[src/rtl/conv_mac_sched_if.sv]
// conv_mac_sched_if: run control and MAC datapath signals of the convolution sequencer
interface conv_mac_sched_if;
  logic run;
  logic mac_ready;
  logic [3:0] a_sel;
  logic [3:0] b_sel;
  logic acc_clr;
  logic acc_en;
  logic res_wr;
  logic [1:0] res_idx;
  logic busy;
  logic done;
  logic [2:0] current_state;
  modport master (
    output run, mac_ready,
    input a_sel, b_sel, acc_clr, acc_en, res_wr, res_idx, busy, done, current_state
  );
  modport slave (
    input run, mac_ready,
    output a_sel, b_sel, acc_clr, acc_en, res_wr, res_idx, busy, done, current_state
  );
endinterface

[src/rtl/conv_mac_sched.sv]
// conv_mac_sched: sequences one shared MAC through a 2x2 valid convolution of a 4x4 input with a rotated 3x3 filter
module conv_mac_sched #(
  parameter int MAC_LAT = 1
) (
  input logic clk,
  input logic reset,
  conv_mac_sched_if.slave bus
);
  typedef enum logic [2:0] {
    IDLE  = 3'd0,
    CLEAR = 3'd1,
    ACCUM = 3'd2,
    WAIT  = 3'd3,
    STORE = 3'd4,
    DONE  = 3'd5
  } state_t;
  localparam logic [1:0] W_LAST = 2'(MAC_LAT == 0 ? 0 : MAC_LAT - 1);
  state_t state, state_nx;
  logic [1:0] slot, p, q, w;
  logic [3:0] tap;
  logic in_accum, tap_go, last_tap;
  assign in_accum = state == ACCUM;
  assign tap_go = in_accum && bus.mac_ready;
  assign last_tap = p == 2'd2 && q == 2'd2;
  assign tap = {1'b0, p, 1'b0} + {2'b0, p} + {2'b0, q};
  always_comb begin
    state_nx = IDLE;
    state_nx = state == IDLE  ? (bus.run ? CLEAR : IDLE) :
               state == CLEAR ? ACCUM :
               state == ACCUM ? ((tap_go && last_tap) ? ((MAC_LAT > 0) ? WAIT : STORE) : ACCUM) :
               state == WAIT  ? (w == W_LAST ? STORE : WAIT) :
               state == STORE ? (slot == 2'd3 ? DONE : CLEAR) :
               IDLE;
  end
  always_ff @(posedge clk or posedge reset) begin
    if (reset) begin
      state <= IDLE;
      slot <= '0;
      p <= '0;
      q <= '0;
      w <= '0;
    end else begin
      state <= state_nx;
      w <= state == WAIT ? w + 2'd1 : 2'd0;
      if (state == IDLE) slot <= '0;
      else if (state == STORE) slot <= slot + 2'd1;
      // q walks filter columns, wrapping into p; both return to 0 after the ninth tap
      if (tap_go) begin
        q <= q == 2'd2 ? 2'd0 : q + 2'd1;
        p <= q != 2'd2 ? p : (p == 2'd2 ? 2'd0 : p + 2'd1);
      end
    end
  end
  assign bus.a_sel = in_accum ? {{1'b0, slot[1]} + p, {1'b0, slot[0]} + q} : 4'd0;
  assign bus.b_sel = in_accum ? 4'd8 - tap : 4'd0;
  assign bus.acc_clr = state == CLEAR;
  assign bus.acc_en = tap_go;
  assign bus.res_wr = state == STORE;
  assign bus.res_idx = state == STORE ? slot : 2'd0;
  assign bus.busy = state != IDLE;
  assign bus.done = state == DONE;
  assign bus.current_state = state;
endmodule

[src/flat_wrapper.sv]
// flat-port wrapper written by rule: the top's interface ports become plain ports
module conv_mac_sched_flat 
#(
  parameter int MAC_LAT = 1
)
  (clk, reset, bus_run, bus_mac_ready, bus_a_sel, bus_b_sel, bus_acc_clr, bus_acc_en, bus_res_wr, bus_res_idx, bus_busy, bus_done, bus_current_state);
  conv_mac_sched_if bus_i ();
  input logic clk;
  input logic reset;
  input wire logic [$bits(bus_i.run)-1:0] bus_run;
  input wire logic [$bits(bus_i.mac_ready)-1:0] bus_mac_ready;
  output wire logic [$bits(bus_i.a_sel)-1:0] bus_a_sel;
  output wire logic [$bits(bus_i.b_sel)-1:0] bus_b_sel;
  output wire logic [$bits(bus_i.acc_clr)-1:0] bus_acc_clr;
  output wire logic [$bits(bus_i.acc_en)-1:0] bus_acc_en;
  output wire logic [$bits(bus_i.res_wr)-1:0] bus_res_wr;
  output wire logic [$bits(bus_i.res_idx)-1:0] bus_res_idx;
  output wire logic [$bits(bus_i.busy)-1:0] bus_busy;
  output wire logic [$bits(bus_i.done)-1:0] bus_done;
  output wire logic [$bits(bus_i.current_state)-1:0] bus_current_state;
  assign bus_i.run = bus_run;
  assign bus_i.mac_ready = bus_mac_ready;
  assign bus_a_sel = bus_i.a_sel;
  assign bus_b_sel = bus_i.b_sel;
  assign bus_acc_clr = bus_i.acc_clr;
  assign bus_acc_en = bus_i.acc_en;
  assign bus_res_wr = bus_i.res_wr;
  assign bus_res_idx = bus_i.res_idx;
  assign bus_busy = bus_i.busy;
  assign bus_done = bus_i.done;
  assign bus_current_state = bus_i.current_state;
  conv_mac_sched #(.MAC_LAT(MAC_LAT)) u_core (.clk(clk), .reset(reset), .bus(bus_i));
endmodule
[config.mk]
export PLATFORM = sky130hd
export DESIGN_NAME = conv_mac_sched_flat
export DESIGN_NICKNAME = d
export VERILOG_FILES = /design/src/rtl/conv_mac_sched_if.sv /design/src/rtl/conv_mac_sched.sv /design/src/flat_wrapper.sv
export SDC_FILE = /design/constraint.sdc
export NUM_CORES = 1
export LEC_CHECK = 0
export ABC_AREA = 1
export CORE_MARGIN = 2
export CORE_UTILIZATION = 46
export DETAILED_ROUTE_END_ITERATION = 8
export GPL_ROUTABILITY_DRIVEN = 1
export PLACE_DENSITY_LB_ADDON = 0.15
export SKIP_CTS_REPAIR_TIMING = 1
export SLEW_MARGIN = 20
export SYNTH_ARGS = -nofsm -noshare
export SYNTH_HDL_FRONTEND = slang
export SYNTH_SLANG_ARGS = --single-unit
[constraint.sdc]
create_clock -name clk -period 2.8 [get_ports clk]
set_input_delay 0.28 -clock clk [delete_from_list [all_inputs] [get_ports clk]]
set_output_delay 0.28 -clock clk [all_outputs]
set_load 0.05 [all_outputs]
## After elaboration in Yosys (flattened, before gate mapping)

Index checks and enable logic that the tools add are counted.

- Register bits: 11
- Input bits: 4

- $add $sub $neg: 9
- Equal/unequal tests: 9
- Multiplexer cells: 17
- Bitwise gates (word level): 1
- Reduce and logical (&&, ||, !) cells: 8

Operators with widths:

| cell | number |
|---|---|
| 3-bit 2-to-1 mux | 7 |
| 2-bit 2-to-1 mux | 6 |
| 2-bit by 1-bit adder with 2-bit output (second input constant) | 4 |
| 4-bit 2-to-1 mux | 2 |
| 2-bit equality test (second input constant) | 3 |
| 3-bit by 2-bit equality test with 1-bit output (second input constant) | 2 |
| 3-bit equality test (second input constant) | 2 |
| 1-bit by 2-bit adder with 2-bit output | 2 |
| 3-bit by 2-bit adder with 4-bit output | 1 |
| 4-bit by 2-bit adder with 4-bit output | 1 |
| 4-bit subtractor (first input constant) | 1 |
| 3-bit by 1-bit equality test with 1-bit output (second input constant) | 1 |
| 1-bit logical AND | 3 |
| 3-bit logical NOT | 1 |
| 3-bit nonzero test | 1 |
| 2-bit logical NOT | 1 |
| 1-bit 2-to-1 mux | 2 |
| 2-bit inequality test (second input constant) | 1 |
| 2-bit AND reduction | 1 |
| 2-bit nonzero test | 1 |
| 1-bit inverter | 1 |

## Logic depth before layout (Yosys ltp)

- Depth in word-level cells: 7
- Gate-level depth with buffers: 9
- Gate-level depth less buffers: 9

## Worst setup path after synthesis

Ideal clock, no wire load.

- Path kind: reg-to-output
- From: reg u_core.q[1]
- To: out bus_b_sel[3]
- Arrival time: 2.552 ns
- Required time: 2.520 ns
- Setup slack: -0.032 ns
- Stages on the path, launching flop included: 9
- Buffers on the path: 0
- Cells stage by stage: dfrtp_1 inv_1 ha_1 ha_1 xnor2_1 ha_1 inv_1 fa_1 a21oi_1

- Cells in the longest elaborated chain, start to end: 3

RTL lines:

| item | line | RTL |
|---|---|---|
| start, declared | conv_mac_sched.sv:19 | `logic [1:0] slot, p, q, w;` |
| start signal, assigned | conv_mac_sched.sv:49 | `q <= q == 2'd2 ? 2'd0 : q + 2'd1;` |
| 4-bit by 2-bit adder with 4-bit output | conv_mac_sched.sv:25 | `assign tap = {1'b0, p, 1'b0} + {2'b0, p} + {2'b0, q};` |
| 4-bit subtractor | conv_mac_sched.sv:55 | `assign bus.b_sel = in_accum ? 4'd8 - tap : 4'd0;` |
| 4-bit 2-to-1 mux | conv_mac_sched.sv:55 |  |
| end, declared | flat_wrapper.sv:13 | `output wire logic [$bits(bus_i.b_sel)-1:0] bus_b_sel;` |

No other way between the ends.

## Final worst setup path

- From: reg u_core.q[1]
- To: out bus_b_sel[2]

Same word-level chain as after synthesis.

==> metrics.csv <==
stage;metric;value;unit
timing;worst_slew_pin_slew;0.496;ns
global_routing;grt_pass1_vias;658;
clock_network;clockBufferDepth;2;
synth;yosys_warnings;0;
clock_network;clkLatencyLatePin;0.27;ns
detailed_routing;wirelength;1.73;mm
clock_network;clkTransAtPathRegs;0.07;ns
setup_path;crit_start;u_core.q[1];
cells_and_area;fill_cells;140;
floorplan;core-area;1690;µm²
place;place_congestion;0.837;
timing;period_needed;2.72;ns
place;hpwl;1.34;mm
hold_path;hp-class;input port to asynchronous set/reset pin;
setup_path;critical_path_arrival;2.44;ns
timing;fin_hold_ws;0.317;ns
synth;synth_top_family_by_area;simple AND/OR/NAND/NOR gates;
synth;synth_cells;108;
cells_and_area;antenna_cells;0;
synth;synth_nets;122;
global_routing;grt_first_pass_wirelength;2.74;mm
detailed_routing;avgViaCountPerCell;4.79;
clock_network;clock_sinks;11;
detailed_routing;vias;733;
cells_and_area;fin_nets;151;
job;maxCapViolCount;0;
timing;setup_viol;0;
timing;max_freq;368;MHz
setup_path;cp-start-kind;register;
setup_path;crit_type;register to output pin;
setup_path;ff2ff_path_depth;6;
setup_path;cpMaxStageDelayCell;fa_2;
global_routing;globalRouteTotalUtil;0.185;
floorplan;start_util;0.476;
synth;synth_compound_area_frac;0.0435;
setup_path;endpoint_kind;output pin;
place;portBuffers;21;
detailed_routing;route.detailed.drc;0;
synth;netlist_area;805;µm²
timing;fin_tns_setup;0;ns
timing;finalMaxSlewViolations;0;
place;place_inst;148;
timing;post-route-period-util;0.971;
synth;synthAdderAreaFrac;0.165;
clock_network;htree_levels;1;
clock_network;cts_tree;built;
detailed_routing;ant_nets;0;
timing;maxSlewHeadroom;0.668;
synth;synth-simple-area-share;0.309;
floorplan;io_pins;22;
cells_and_area;final_cells;153;
global_routing;grt_max_degree;12;
global_routing;overflow;0;
synth;synth_cell_type_count;19;
global_routing;grt_antenna_before_repair;0;
synth;ys_ff_latch;11;
clock_network;clk_root_buffer_cell;clkbuf_4;
status;status;finished clean;
setup_path;cp_slowest_stage_delay;0.45;ns
setup_path;timing.rr.start;u_core.bus.current_state[2];
synth;post_synth_mux_area_share;0;
detailed_routing;drt_first_iter_violations;8;
cells_and_area;drive_above_1_share;0.162;
setup_path;critical_path.cell_chain;inv_1, ha_4, ha_4, xnor2_2, ha_1, inv_1, fa_2, nor2_4, buf_12;
detailed_routing;wl_per_cell;11.3;µm
timing;hold_violations;0;
clock_network;numCtsBuffers;3;
synth;synthXorXnorAreaFrac;0.0327;
setup_path;worstPathRequired;2.52;ns
cells_and_area;multiInputGateArea;493;µm²
timing;fin_worst_skew;0.00148;ns
cells_and_area;regArea;277;µm²
floorplan;fp.dieW;45.8;µm
cells_and_area;area.growth.synth_to_final;44.9;%
floorplan;rows;15;
detailed_routing;drt-pass1-iter-count;4;
synth;ys_seq_area_frac;0.342;
setup_path;crit_fanout;5;
setup_path;worst_r2r_endpoint;u_core.q[1];
setup_path;reg2reg_slack;1.53;ns
floorplan;die_y;45.8;µm
synth;syn_avg_cell_area;7.45;µm²
floorplan;dieArea;2100;µm²
[sequential cells by signal (all words and copies together) (netlist names)]
name                      cells
u_core.bus.current_state      3
u_core.p                      2
u_core.q                      2
u_core.slot                   2
u_core.w                      2
[metrics by stage]
step	cell area (µm²)	setup slack, ns	util
finish	1170	0.0813	0.690
global route	1170	-0.0128	0.690
CTS	1110	-0.0805	0.658
detailed placement	1080	0.211	0.642
global placement	1080	0.306	0.642
floorplan	808	0.00675	-
[kinds of logic (layout without fill, tap and decap cells)]
family / Yosys count / count (layout)
buf+inv: 23 / 51
compound gates: 6 / 6
fa+ha+maj: 10 / 10
flops: 11 / 11
simple gates: 55 / 55
xor+xnor: 3 / 3
[cell usage in the layout (no fill, tap or decap), drive strengths merged]
| cell type | n |
|---|---|
| xnor2 | 3 |
| a21boi | 1 |
| fa | 1 |
| a21oi | 1 |
| nor3 | 1 |
| nor2 | 27 |
| clkbuf | 4 |
| buf | 6 |
| clkdlybuf4s50 | 18 |
| ha | 9 |
| nand2 | 21 |
| inv | 23 |
| dfrtp | 11 |
| nand3 | 6 |
| o211ai | 1 |
| o21ai | 3 |
[cell usage after synthesis, drive strengths merged]
cell | number | share of area
nor2 | 27 | 0.15
o21ai | 3 | 0.019
inv | 23 | 0.11
dfrtp | 11 | 0.34
a21oi | 1 | 0.0062
xnor2 | 3 | 0.033
nor3 | 1 | 0.0062
a21boi | 1 | 0.0093
fa | 1 | 0.025
nand2 | 21 | 0.10
ha | 9 | 0.14
o211ai | 1 | 0.0093
nand3 | 6 | 0.053
[layer usage]
layer / GRT usage / up-vias / routed length, µm / share of wire
met4: 0.0343 / 0 / 0 / 0
met1: 0.239 / 334 / 784 / 0.45
met3: 0.0714 / 0 / 80 / 0.046
met2: 0.296 / 15 / 864 / 0.50
met5: 0 / - / 0 / 0
li1: - / 384 / - / -
[critical path: cells and delay by family, from the launching register on]
family        cells  cell delay [ns]
simple gates      1             0.14
flops             1             0.44
xor+xnor          1             0.12
fa+ha+maj         4             1.12
buf+inv           3             0.36
[layout make-up]
class | instances | share of cell area
Clock buffer | 4 | 0.0225
Inverter | 23 | 0.0740
Tap cell | 17 | 0.0182
Multi-Input combinational cell | 74 | 0.423
Timing Repair Buffer | 24 | 0.225
Sequential cell | 11 | 0.237
[how the worst max path moves through the flow]
| stage | endpoint | depth (start not counted) |
|---|---|---|
| 3_5_place_dp | bus_b_sel[2] | 9 |
| 3_3_place_gp | bus_b_sel[2] | 9 |
| 4_1_cts | bus_b_sel[2] | 9 |
| 2_1_floorplan | bus_b_sel[2] | 8 |
| 6_report | bus_b_sel[2] | 9 |
| 5_1_grt | bus_b_sel[2] | 9 |
Power is left out: the tool's default activity adds up to more than one toggle a clock period on the data nets, which glitch-free logic cannot reach.
